[config.mk]
export PLATFORM = sky130hd
export DESIGN_NAME = ram_rd_stream
export DESIGN_NICKNAME = d
export VERILOG_FILES = /design/src/rtl/ram_rd_stream.sv
export SDC_FILE = /design/constraint.sdc
export NUM_CORES = 1
export LEC_CHECK = 0
export CAP_MARGIN = 5
export CORE_UTILIZATION = 55
export CTS_BUF_LIST = sky130_fd_sc_hd__clkbuf_4 sky130_fd_sc_hd__clkbuf_8
export DETAILED_ROUTE_END_ITERATION = 16
export PLACE_DENSITY = 0.82
export SYNTH_ARGS = -nofsm -noshare
export SYNTH_HDL_FRONTEND = slang
export SYNTH_SLANG_ARGS = --single-unit
[constraint.sdc]
create_clock -name clk -period 4.1 [get_ports clk]
set_input_delay 0.82 -clock clk [delete_from_list [all_inputs] [get_ports clk]]
set_output_delay 0.82 -clock clk [all_outputs]
set_load 0.02 [all_outputs]
[src/rtl/ram_rd_stream.sv]
// ram_rd_stream: streams a contiguous, wrapping address range out of a
// synchronous-read RAM port (1-cycle read latency) as a valid/ready stream
// with full backpressure and one word per cycle.
//
// Optional feature: define RAM_RD_STREAM_ABORT_EN to add an 'abort' input
// that cancels a running command, flushes buffered and in-flight words and
// finishes with a single done pulse.
//
// Buffering: the registered output stage plus a 2-entry FIFO behind it give
// three word slots, which covers the two-stage RAM round trip so the stream
// runs without bubbles. A read is issued only if the words already owned
// (output register, FIFO, both RAM pipeline stages) minus this cycle's pop
// leave a free slot, so no word can ever be dropped under backpressure.

module ram_rd_stream #(
  parameter int Width = 18,
  parameter int Depth = 64
) (
  input  logic                     clk,
  input  logic                     rst,
`ifdef RAM_RD_STREAM_ABORT_EN
  input  logic                     abort,
`endif
  input  logic                     start,
  input  logic [$clog2(Depth)-1:0] start_addr,
  input  logic [$clog2(Depth):0]   length,
  output logic                     busy,
  output logic                     done,
  output logic [$clog2(Depth)-1:0] ram_rd_addr,
  input  logic [Width-1:0]         ram_rd_data,
  output logic                     out_valid,
  input  logic                     out_ready,
  output logic [Width-1:0]         out_data,
  output logic                     out_last
);

  localparam int AddrBits = $clog2(Depth);
  localparam logic [AddrBits-1:0] AddrOne  = AddrBits'(1);
  localparam logic [AddrBits-1:0] AddrLast = AddrBits'(Depth - 1);
  localparam logic [AddrBits:0]   LenOne   = (AddrBits + 1)'(1);
  localparam logic [AddrBits:0]   LenMax   = (AddrBits + 1)'(Depth);

  typedef enum logic [1:0] {
    S_IDLE,
    S_READ,
    S_DRAIN,
    S_DONE
  } state_t;

  state_t                state_q;
  logic                  busy_q;
  logic                  done_q;
  logic [AddrBits-1:0]   ram_rd_addr_q;
  logic [AddrBits:0]     rem_q;        // reads still to issue after the current address
  logic                  iss_q;        // address on ram_rd_addr is a live read
  logic                  iss_last_q;
  logic                  rd_q;         // ram_rd_data carries a live word this cycle
  logic                  rd_last_q;

  logic                  out_valid_q, out_valid_d;
  logic [Width-1:0]      out_data_q, out_data_d;
  logic                  out_last_q, out_last_d;

  logic [Width-1:0]      fifo_data_q [2];
  logic                  fifo_last_q [2];
  logic                  fifo_wr_ptr_q;
  logic                  fifo_rd_ptr_q;
  logic [1:0]            fifo_cnt_q;
  logic                  fifo_push;
  logic                  fifo_pop;

  logic                  pop;
  logic [2:0]            occupancy;
  logic                  issue_ok;
  logic                  drain_done;
  logic                  abort_hit;
  logic [AddrBits:0]     len_clamped;
  logic [AddrBits-1:0]   addr_inc;

`ifdef RAM_RD_STREAM_ABORT_EN
  // Abort is honoured only while a command is active and not yet finishing.
  assign abort_hit = abort & ((state_q == S_READ) | (state_q == S_DRAIN));
`else
  assign abort_hit = 1'b0;
`endif

  assign pop         = out_valid_q & out_ready;
  assign occupancy   = 3'(out_valid_q) + 3'(fifo_cnt_q) + 3'(iss_q) + 3'(rd_q);
  assign issue_ok    = (occupancy - 3'(pop)) < 3'd3;
  assign drain_done  = (fifo_cnt_q == 2'd0) & ~iss_q & ~rd_q & (~out_valid_q | pop);
  assign len_clamped = (length > LenMax) ? LenMax : length;
  assign addr_inc    = (ram_rd_addr_q == AddrLast) ? '0 : ram_rd_addr_q + AddrOne;

  // Command FSM: accepts start, issues RAM reads under credit, tracks the read pipeline.
  always_ff @(posedge clk) begin
    if (rst) begin
      state_q       <= S_IDLE;
      busy_q        <= 1'b0;
      done_q        <= 1'b0;
      ram_rd_addr_q <= '0;
      rem_q         <= '0;
      iss_q         <= 1'b0;
      iss_last_q    <= 1'b0;
      rd_q          <= 1'b0;
      rd_last_q     <= 1'b0;
    end else begin
      done_q     <= 1'b0;
      iss_q      <= 1'b0;
      iss_last_q <= 1'b0;
      rd_q       <= iss_q;
      rd_last_q  <= iss_last_q;
      if (abort_hit) begin
        // Drop the pipeline; DRAIN then sees everything empty and finishes next edge.
        state_q   <= S_DRAIN;
        rd_q      <= 1'b0;
        rd_last_q <= 1'b0;
      end else begin
        case (state_q)
          S_IDLE: begin
            if (start) begin
              busy_q        <= 1'b1;
              ram_rd_addr_q <= start_addr;
              if (len_clamped == '0) begin
                // Empty command: pass through DRAIN so done lands two cycles out.
                state_q <= S_DRAIN;
              end else begin
                iss_q      <= 1'b1;
                iss_last_q <= (len_clamped == LenOne);
                rem_q      <= len_clamped - LenOne;
                state_q    <= (len_clamped == LenOne) ? S_DRAIN : S_READ;
              end
            end
          end
          S_READ: begin
            if (issue_ok) begin
              iss_q         <= 1'b1;
              ram_rd_addr_q <= addr_inc;
              rem_q         <= rem_q - LenOne;
              iss_last_q    <= (rem_q == LenOne);
              if (rem_q == LenOne) begin
                state_q <= S_DRAIN;
              end
            end
          end
          S_DRAIN: begin
            if (drain_done) begin
              state_q <= S_DONE;
              done_q  <= 1'b1;
            end
          end
          S_DONE: begin
            state_q <= S_IDLE;
            busy_q  <= 1'b0;
          end
          default: begin
            state_q <= S_IDLE;
            busy_q  <= 1'b0;
          end
        endcase
      end
    end
  end

  // Output stage steering: refill the output register from the FIFO first, else bypass RAM data.
  always_comb begin
    out_valid_d = out_valid_q;
    out_data_d  = out_data_q;
    out_last_d  = out_last_q;
    fifo_push   = 1'b0;
    fifo_pop    = 1'b0;
    if (abort_hit) begin
      out_valid_d = 1'b0;
      out_last_d  = 1'b0;
    end else if (!out_valid_q || pop) begin
      if (fifo_cnt_q != 2'd0) begin
        out_valid_d = 1'b1;
        out_data_d  = fifo_data_q[fifo_rd_ptr_q];
        out_last_d  = fifo_last_q[fifo_rd_ptr_q];
        fifo_pop    = 1'b1;
        fifo_push   = rd_q;
      end else if (rd_q) begin
        out_valid_d = 1'b1;
        out_data_d  = ram_rd_data;
        out_last_d  = rd_last_q;
      end else begin
        out_valid_d = 1'b0;
        out_last_d  = 1'b0;
      end
    end else begin
      // Stalled: output register holds, arriving data parks in the FIFO.
      fifo_push = rd_q;
    end
  end

  // Output register and 2-entry FIFO state.
  always_ff @(posedge clk) begin
    if (rst) begin
      out_valid_q   <= 1'b0;
      out_data_q    <= '0;
      out_last_q    <= 1'b0;
      fifo_wr_ptr_q <= 1'b0;
      fifo_rd_ptr_q <= 1'b0;
      fifo_cnt_q    <= 2'd0;
    end else begin
      out_valid_q <= out_valid_d;
      out_data_q  <= out_data_d;
      out_last_q  <= out_last_d;
      if (abort_hit) begin
        fifo_wr_ptr_q <= 1'b0;
        fifo_rd_ptr_q <= 1'b0;
        fifo_cnt_q    <= 2'd0;
      end else begin
        if (fifo_push) begin
          fifo_data_q[fifo_wr_ptr_q] <= ram_rd_data;
          fifo_last_q[fifo_wr_ptr_q] <= rd_last_q;
          fifo_wr_ptr_q              <= ~fifo_wr_ptr_q;
        end
        if (fifo_pop) begin
          fifo_rd_ptr_q <= ~fifo_rd_ptr_q;
        end
        fifo_cnt_q <= fifo_cnt_q + 2'(fifo_push) - 2'(fifo_pop);
      end
    end
  end

  assign busy        = busy_q;
  assign done        = done_q;
  assign ram_rd_addr = ram_rd_addr_q;
  assign out_valid   = out_valid_q;
  assign out_data    = out_data_q;
  assign out_last    = out_last_q;

endmodule

Yosys cells after proc, flatten, opt, wreduce, memory -nomap -nowiden
Memory sizes are Yosys's and may differ from the RTL's. A register that Yosys moved wholly into a read port is not among the register bits.
Index checks and enable logic that the tools add are counted.
{ "classes": {"n_bitwise": 11, "n_eq_ne": 11, "addsub": 9, "n_lt_le_gt_ge": 2, "reduce_logical": 15, "n_mux": 44} }
{ "op_table": {"columns": ["op", "count"], "rows": [
  ["18-bit two-way mux", 2],
  ["7-bit two-way mux", 4],
  ["1-bit two-way mux", 23],
  ["6-bit two-way mux", 3],
  ["7-bit by 1-bit == test with 1-bit output (second input constant)", 2],
  ["7-bit case mux with 2 select lines", 1],
  ["7-bit by 1-bit subtractor with 7-bit output (second input constant)", 2],
  ["2-bit two-way mux", 6],
  ["6-bit case mux with 2 select lines", 1],
  ["2-bit != test (second input constant)", 5],
  ["2-bit case mux with 4 select lines", 1],
  ["4-bit AND reduction", 2],
  ["2-bit nonzero test", 4],
  ["7-bit greater-than comparator (second input constant)", 1],
  ["7-bit logical NOT", 1],
  ["3-bit by 1-bit adder with 3-bit output", 2],
  ["6-bit by 1-bit adder with 6-bit output (second input constant)", 1],
  ["6-bit == test (second input constant)", 1],
  ["1-bit inverter", 6],
  ["1-bit case mux with 2 select lines", 3],
  ["1-bit AND", 4],
  ["2-bit == test (second input constant)", 2],
  ["2-bit logical NOT", 2],
  ["2-bit AND reduction", 2],
  ["11 further kinds", 11]
]} }
{ "totals": {"mem_count": 2, "out_inout_bits": 28, "word_cells": 109, "in_bits": 35, "ramBits": 38, "register_bits": 45} }
{ "mem_list": {"columns": ["memory", "words", "word_bits", "read_ports", "rd_clocked_by_memory_dff", "wr", "line", "rtl"], "rows": [
  ["fifo_data_q", 2, 18, 1, 1, 1, "64", "logic [Width-1:0] fifo_data_q [2];"],
  ["fifo_last_q", 2, 1, 1, 1, 1, "65", "logic fifo_last_q [2];"]
]} }

Depth between registers and ports, before layout
{ "depth": {"word_depth": 7, "depth_mapped": 11, "depth_no_buf": 11} }

Least setup slack after synthesis
OpenSTA, ideal clock, no wires.
{ "synth_timing": {"path_kind": "input port to flip-flop", "from": "input out_ready", "to": "register ram_rd_addr_q[2] (netlist: ram_rd_addr[2])", "required_time_ns": 3.968, "t_arrival_ns": 3.297, "setup_time_ns": 0.132, "n_path_buf": 0, "slack_ns": 0.671, "stages": 11, "path_cell_list": "and2_1 ha_1 fa_1 inv_1 ha_1 fa_1 xnor2_1 nand2_1 a21oi_1 o21a_1 o32ai_1"} }
{ "synth_between": {"elab_chain_cells": 5} }
{ "synth_lines": {"columns": ["item", "line", "rtl"], "rows": [
  ["from (decl)", "32", "input logic out_ready,"],
  ["1-bit AND", "87", "assign pop = out_valid_q & out_ready;"],
  ["3-bit by 1-bit subtractor with 3-bit output", "89", "assign issue_ok = (occupancy - 3'(pop)) < 3'd3;"],
  ["3-bit by 2-bit less-than comparator with 1-bit output", "89", null],
  ["2-bit != test (no line)", null, null],
  ["3-bit AND reduction (no line)", null, null],
  ["to (signal assigned)", "122", "ram_rd_addr_q <= start_addr;"],
  ["to (signal assigned)", "137", "ram_rd_addr_q <= addr_inc;"],
  ["to (decl)", "53", "logic [AddrBits-1:0] ram_rd_addr_q;"]
]} }
No other way between the ends.
A chain may end at the register's enable or synchronous reset.

Worst setup path in the final report
{ "layout_timing": {"from": "input out_ready", "to": "register rem_q[1]"} }
{ "layout_between": {"elab_chain_cells": 5} }
{ "layout_lines": {"columns": ["item", "line", "rtl"], "rows": [
  ["1-bit AND", "87", null],
  ["3-bit by 1-bit subtractor with 3-bit output", "89", null],
  ["3-bit by 2-bit less-than comparator with 1-bit output", "89", null],
  ["2-bit != test (no line)", null, null],
  ["4-bit AND reduction (no line)", null, null],
  ["to (signal assigned)", "129", "rem_q <= len_clamped - LenOne;"],
  ["to (signal assigned)", "138", "rem_q <= rem_q - LenOne;"],
  ["to (decl)", "54", "logic [AddrBits:0] rem_q;"]
]} }
No other way between the ends.

==> reports/summary.txt <==
Top Ports -> 63
Footprint of the multi-input gates -> 1700 µm²
Hold Fails Final Rpt -> 0
Design area -> 4830 µm²
Core ar. -> 6830 µm²
DR DRC count -> 0
Initial Util -> 57.0%
Vias in the first global route -> 2,891
Switching share of power -> 40.5%
Global Route Usage Sum -> 23.0%
Rows -> 30
Util after Layout -> 70.8%
Tmin final -> 3670 ps
Period utilisation layout -> 89.5%
CP endpoint kind -> flip-flop
PwrDens -> 714 nW/µm²
Placed cell areas -> 4630 µm²
Path type of the worst setup path -> primary input to flip-flop
Net count, final -> 500
Dpl cells -> 533
Via density -> 5.47
CP delay by family, top -> adder cells
Clock network fraction of design power -> 17.3%
EDFF count, synth -> 38
Area Overhead vs Synth -> 24.2%
CP max-delay cell -> fa_1
P_leak -> 1.75 nW
FF-to-FF setup slack -> 1000 ps
Max_slew headroom -> 24.0%
Syn_nets -> 438
Sink Count -> 84
HPWL after detailed placement -> 5460 µm
TritonCTS clock tree -> done
Critical path startpoint category -> primary input
RSZ-0062 raised after global routing -> false
TritonRoute pass-1 iters -> 4
Commonest non-fill, non-tap cell in the layout -> nor2_1
Fill cell count -> 518
Setup TNS -> 0 ps
Final non-filler cell total -> 549
Crit-path max cell delay -> 480 ps
Clock insertion delay at the later pin of the skew report -> 350 ps
Ratio of cells with drive above 1 in the final layout -> 6.84%
Post-CTS setup buffer count -> 0
Clock buffer count from CTS -> 9
Die width -> 86.1 µm
Slew @ Worst Pin -> 1140 ps
F_max -> 273 MHz
Routed Antenna Nets -> 0
CP max FO -> 5
Number of port buffers -> 62
CTS Hold Bufs -> 0
Sequential area share after synthesis -> 53.0%
CP cell instances -> clkdlybuf4s50_1 -> and2_1 -> ha_1 -> fa_1 -> inv_1 -> ha_1 -> fa_1 -> xnor2_1 -> nand2_1 -> a2bb2oi_1 -> mux2i_1 -> nor2_1
Netlist cell types -> 42
Commonest non-fill, non-tap cells in the layout -> nor2_1 (62), clkdlybuf4s50_1 (61), dfxtp_1 (46)
Slew Viols, Final -> 0
Vias post-DR -> 3,002
Initial antenna violation count -> 0
Final setup viols -> 0
Yosys warns -> 0
Diodes inserted -> 0
Root buffer cell -> clkbuf_8
Clock-pin slew on the worst setup and hold paths -> 80 ps
Critical R2R Launch -> out_valid$_SDFFE_PP0N_
Synthesized cell area -> 3890 µm²
Avg Cell Area, Syn -> 10.1 µm²
Worst path required time -> 4310 ps
Post-CTS sizing -> 0
Reg area -> 2060 µm²
DR iter-0 viols -> 171
Outcome -> finished clean
Die height -> 86.1 µm
Seq pwr share -> 35.6%
Worst hold path class -> flip-flop to flip-flop
Pin count of the biggest net entering global routing -> 37
Primary FF master, synth -> dfxtp_1
H-tree levels -> 3
Ys async rst share -> 0%
Comb power frac -> 47.1%
Post-Route Skew -> 12.9 ps
Internal power -> 0.00205 W
Max VDD drop -> 0.387 mV
First-pass GRT wire length -> 13,200 µm
Die area -> 7410 µm²
CTS max path bufs -> 2
Remaining Overflow, GRT -> 0
Drt wl/cell -> 14.3 µm
Hold_sp -> iss_last_q$_SDFF_PP0_
Syn Inst Count -> 386
Switching component of the power -> 0.00140 W
Yosys reg bits -> 84
Max-cap viol count -> 0
Crit path DAT -> 3880 ps
Routability Congestion -> 0.892
Crit path launch -> out_ready
Buf+Inv Stages, Crit Path -> 2
Routed wire length -> 7840 µm
[power by group through the flow]
stage               clock, W  combinational, W  sequential [W]
floorplan                  0           0.00106         0.00130
global placement           0           0.00157         0.00124
detailed placement         0           0.00161         0.00125
CTS                 0.000610           0.00163         0.00123
global route        0.000654           0.00182         0.00125
finish              0.000597           0.00162         0.00123
[metal layers]
| metal | vias to the layer above | routed length [µm] | GRT usage [%] |
|---|---|---|---|
| li1 | 1516 | - | - |
| met1 | 1378 | 3380 | 29.1 |
| met2 | 96 | 3910 | 38.8 |
| met3 | 12 | 398 | 5.20 |
| met4 | 0 | 139 | 8.33 |
| met5 | - | 0 | 0 |
[cell families after synthesis]
logic type	synth area share, %
AND/OR/NAND/NOR	13.7
AO/OA/AOI/OAI	16.9
flip-flops	53.0
buffers and inverters	3.54
multiplexers	5.66
adder cells (fa/ha/maj)	5.85
XOR/XNOR	1.35
[state kept, by name, summed over array words and instances, names as in the netlist, named ones only]
| register | flops |
|---|---|
| fifo_data_q | 36 |
| out_data | 18 |
| iss_last_q | 1 |
| fifo_wr_ptr_q | 1 |
| done | 1 |
| rem_q | 7 |
| fifo_last_q | 2 |
| fifo_cnt_q | 2 |
| fifo_rd_ptr_q | 1 |
| rd_last_q | 1 |
| state_q | 2 |
| rd_q | 1 |
| busy | 1 |
| out_valid | 1 |
| ram_rd_addr | 6 |
| out_last | 1 |
| iss_q | 1 |
[worst reg2reg max path: stages (launching register included)]
cell and delay [ps]:
dfxtp_1 350, and2_1 150, ha_1 280, fa_1 480
inv_1 40, ha_1 190, fa_1 380, xnor2_1 260
nand2_1 160, a2bb2oi_1 390, mux2i_1 230, nor2_1 60
[cell usage after synthesis (all sizes together), types with 5 or more instances]
library cell | n | area, µm²
nor2 | 62 | 233
dfxtp | 46 | 921
edfxtp | 38 | 1140
a21oi | 37 | 189
a211oi | 22 | 165
mux2i | 22 | 220
nand2 | 17 | 63.8
clkbuf | 16 | 60.1
inv | 16 | 60.1
o21ai | 16 | 80.1
ha | 15 | 188
nor3 | 10 | 50.1
nand2b | 7 | 43.8
nand3 | 6 | 30.0
nor2b | 6 | 37.5
xnor2 | 5 | 43.8
[per-stage QoR]
step | hold WS (ps) | power (W) | worst slack [ps]
finish | 447 | 0.00345 | 431
detailed placement | 432 | 0.00285 | 98.3
floorplan | 414 | 0.00236 | 671
CTS | 451 | 0.00347 | 436
global route | 468 | 0.00373 | 268
global placement | 424 | 0.00280 | 188
[path summary, 6_finish.rpt]
check | endpoint | cells after the start
setup reg to reg | rem_q[1]$_SDFFE_PP0P_ | 11
hold / removal | rd_last_q$_SDFF_PP0_ | 1
hold reg to reg | rd_last_q$_SDFF_PP0_ | 1
setup / recovery | rem_q[1]$_SDFFE_PP0P_ | 12
[layout make-up]
type,count,share of cell area (%)
inverter,16,1.24
clock buffer,9,2.56
multi-input combinational,266,35.2
tap,96,2.49
sequential,84,42.7
timing repair buffer,71,14.1
clock inverter,7,1.71
Power figures use the tool's default switching activity.
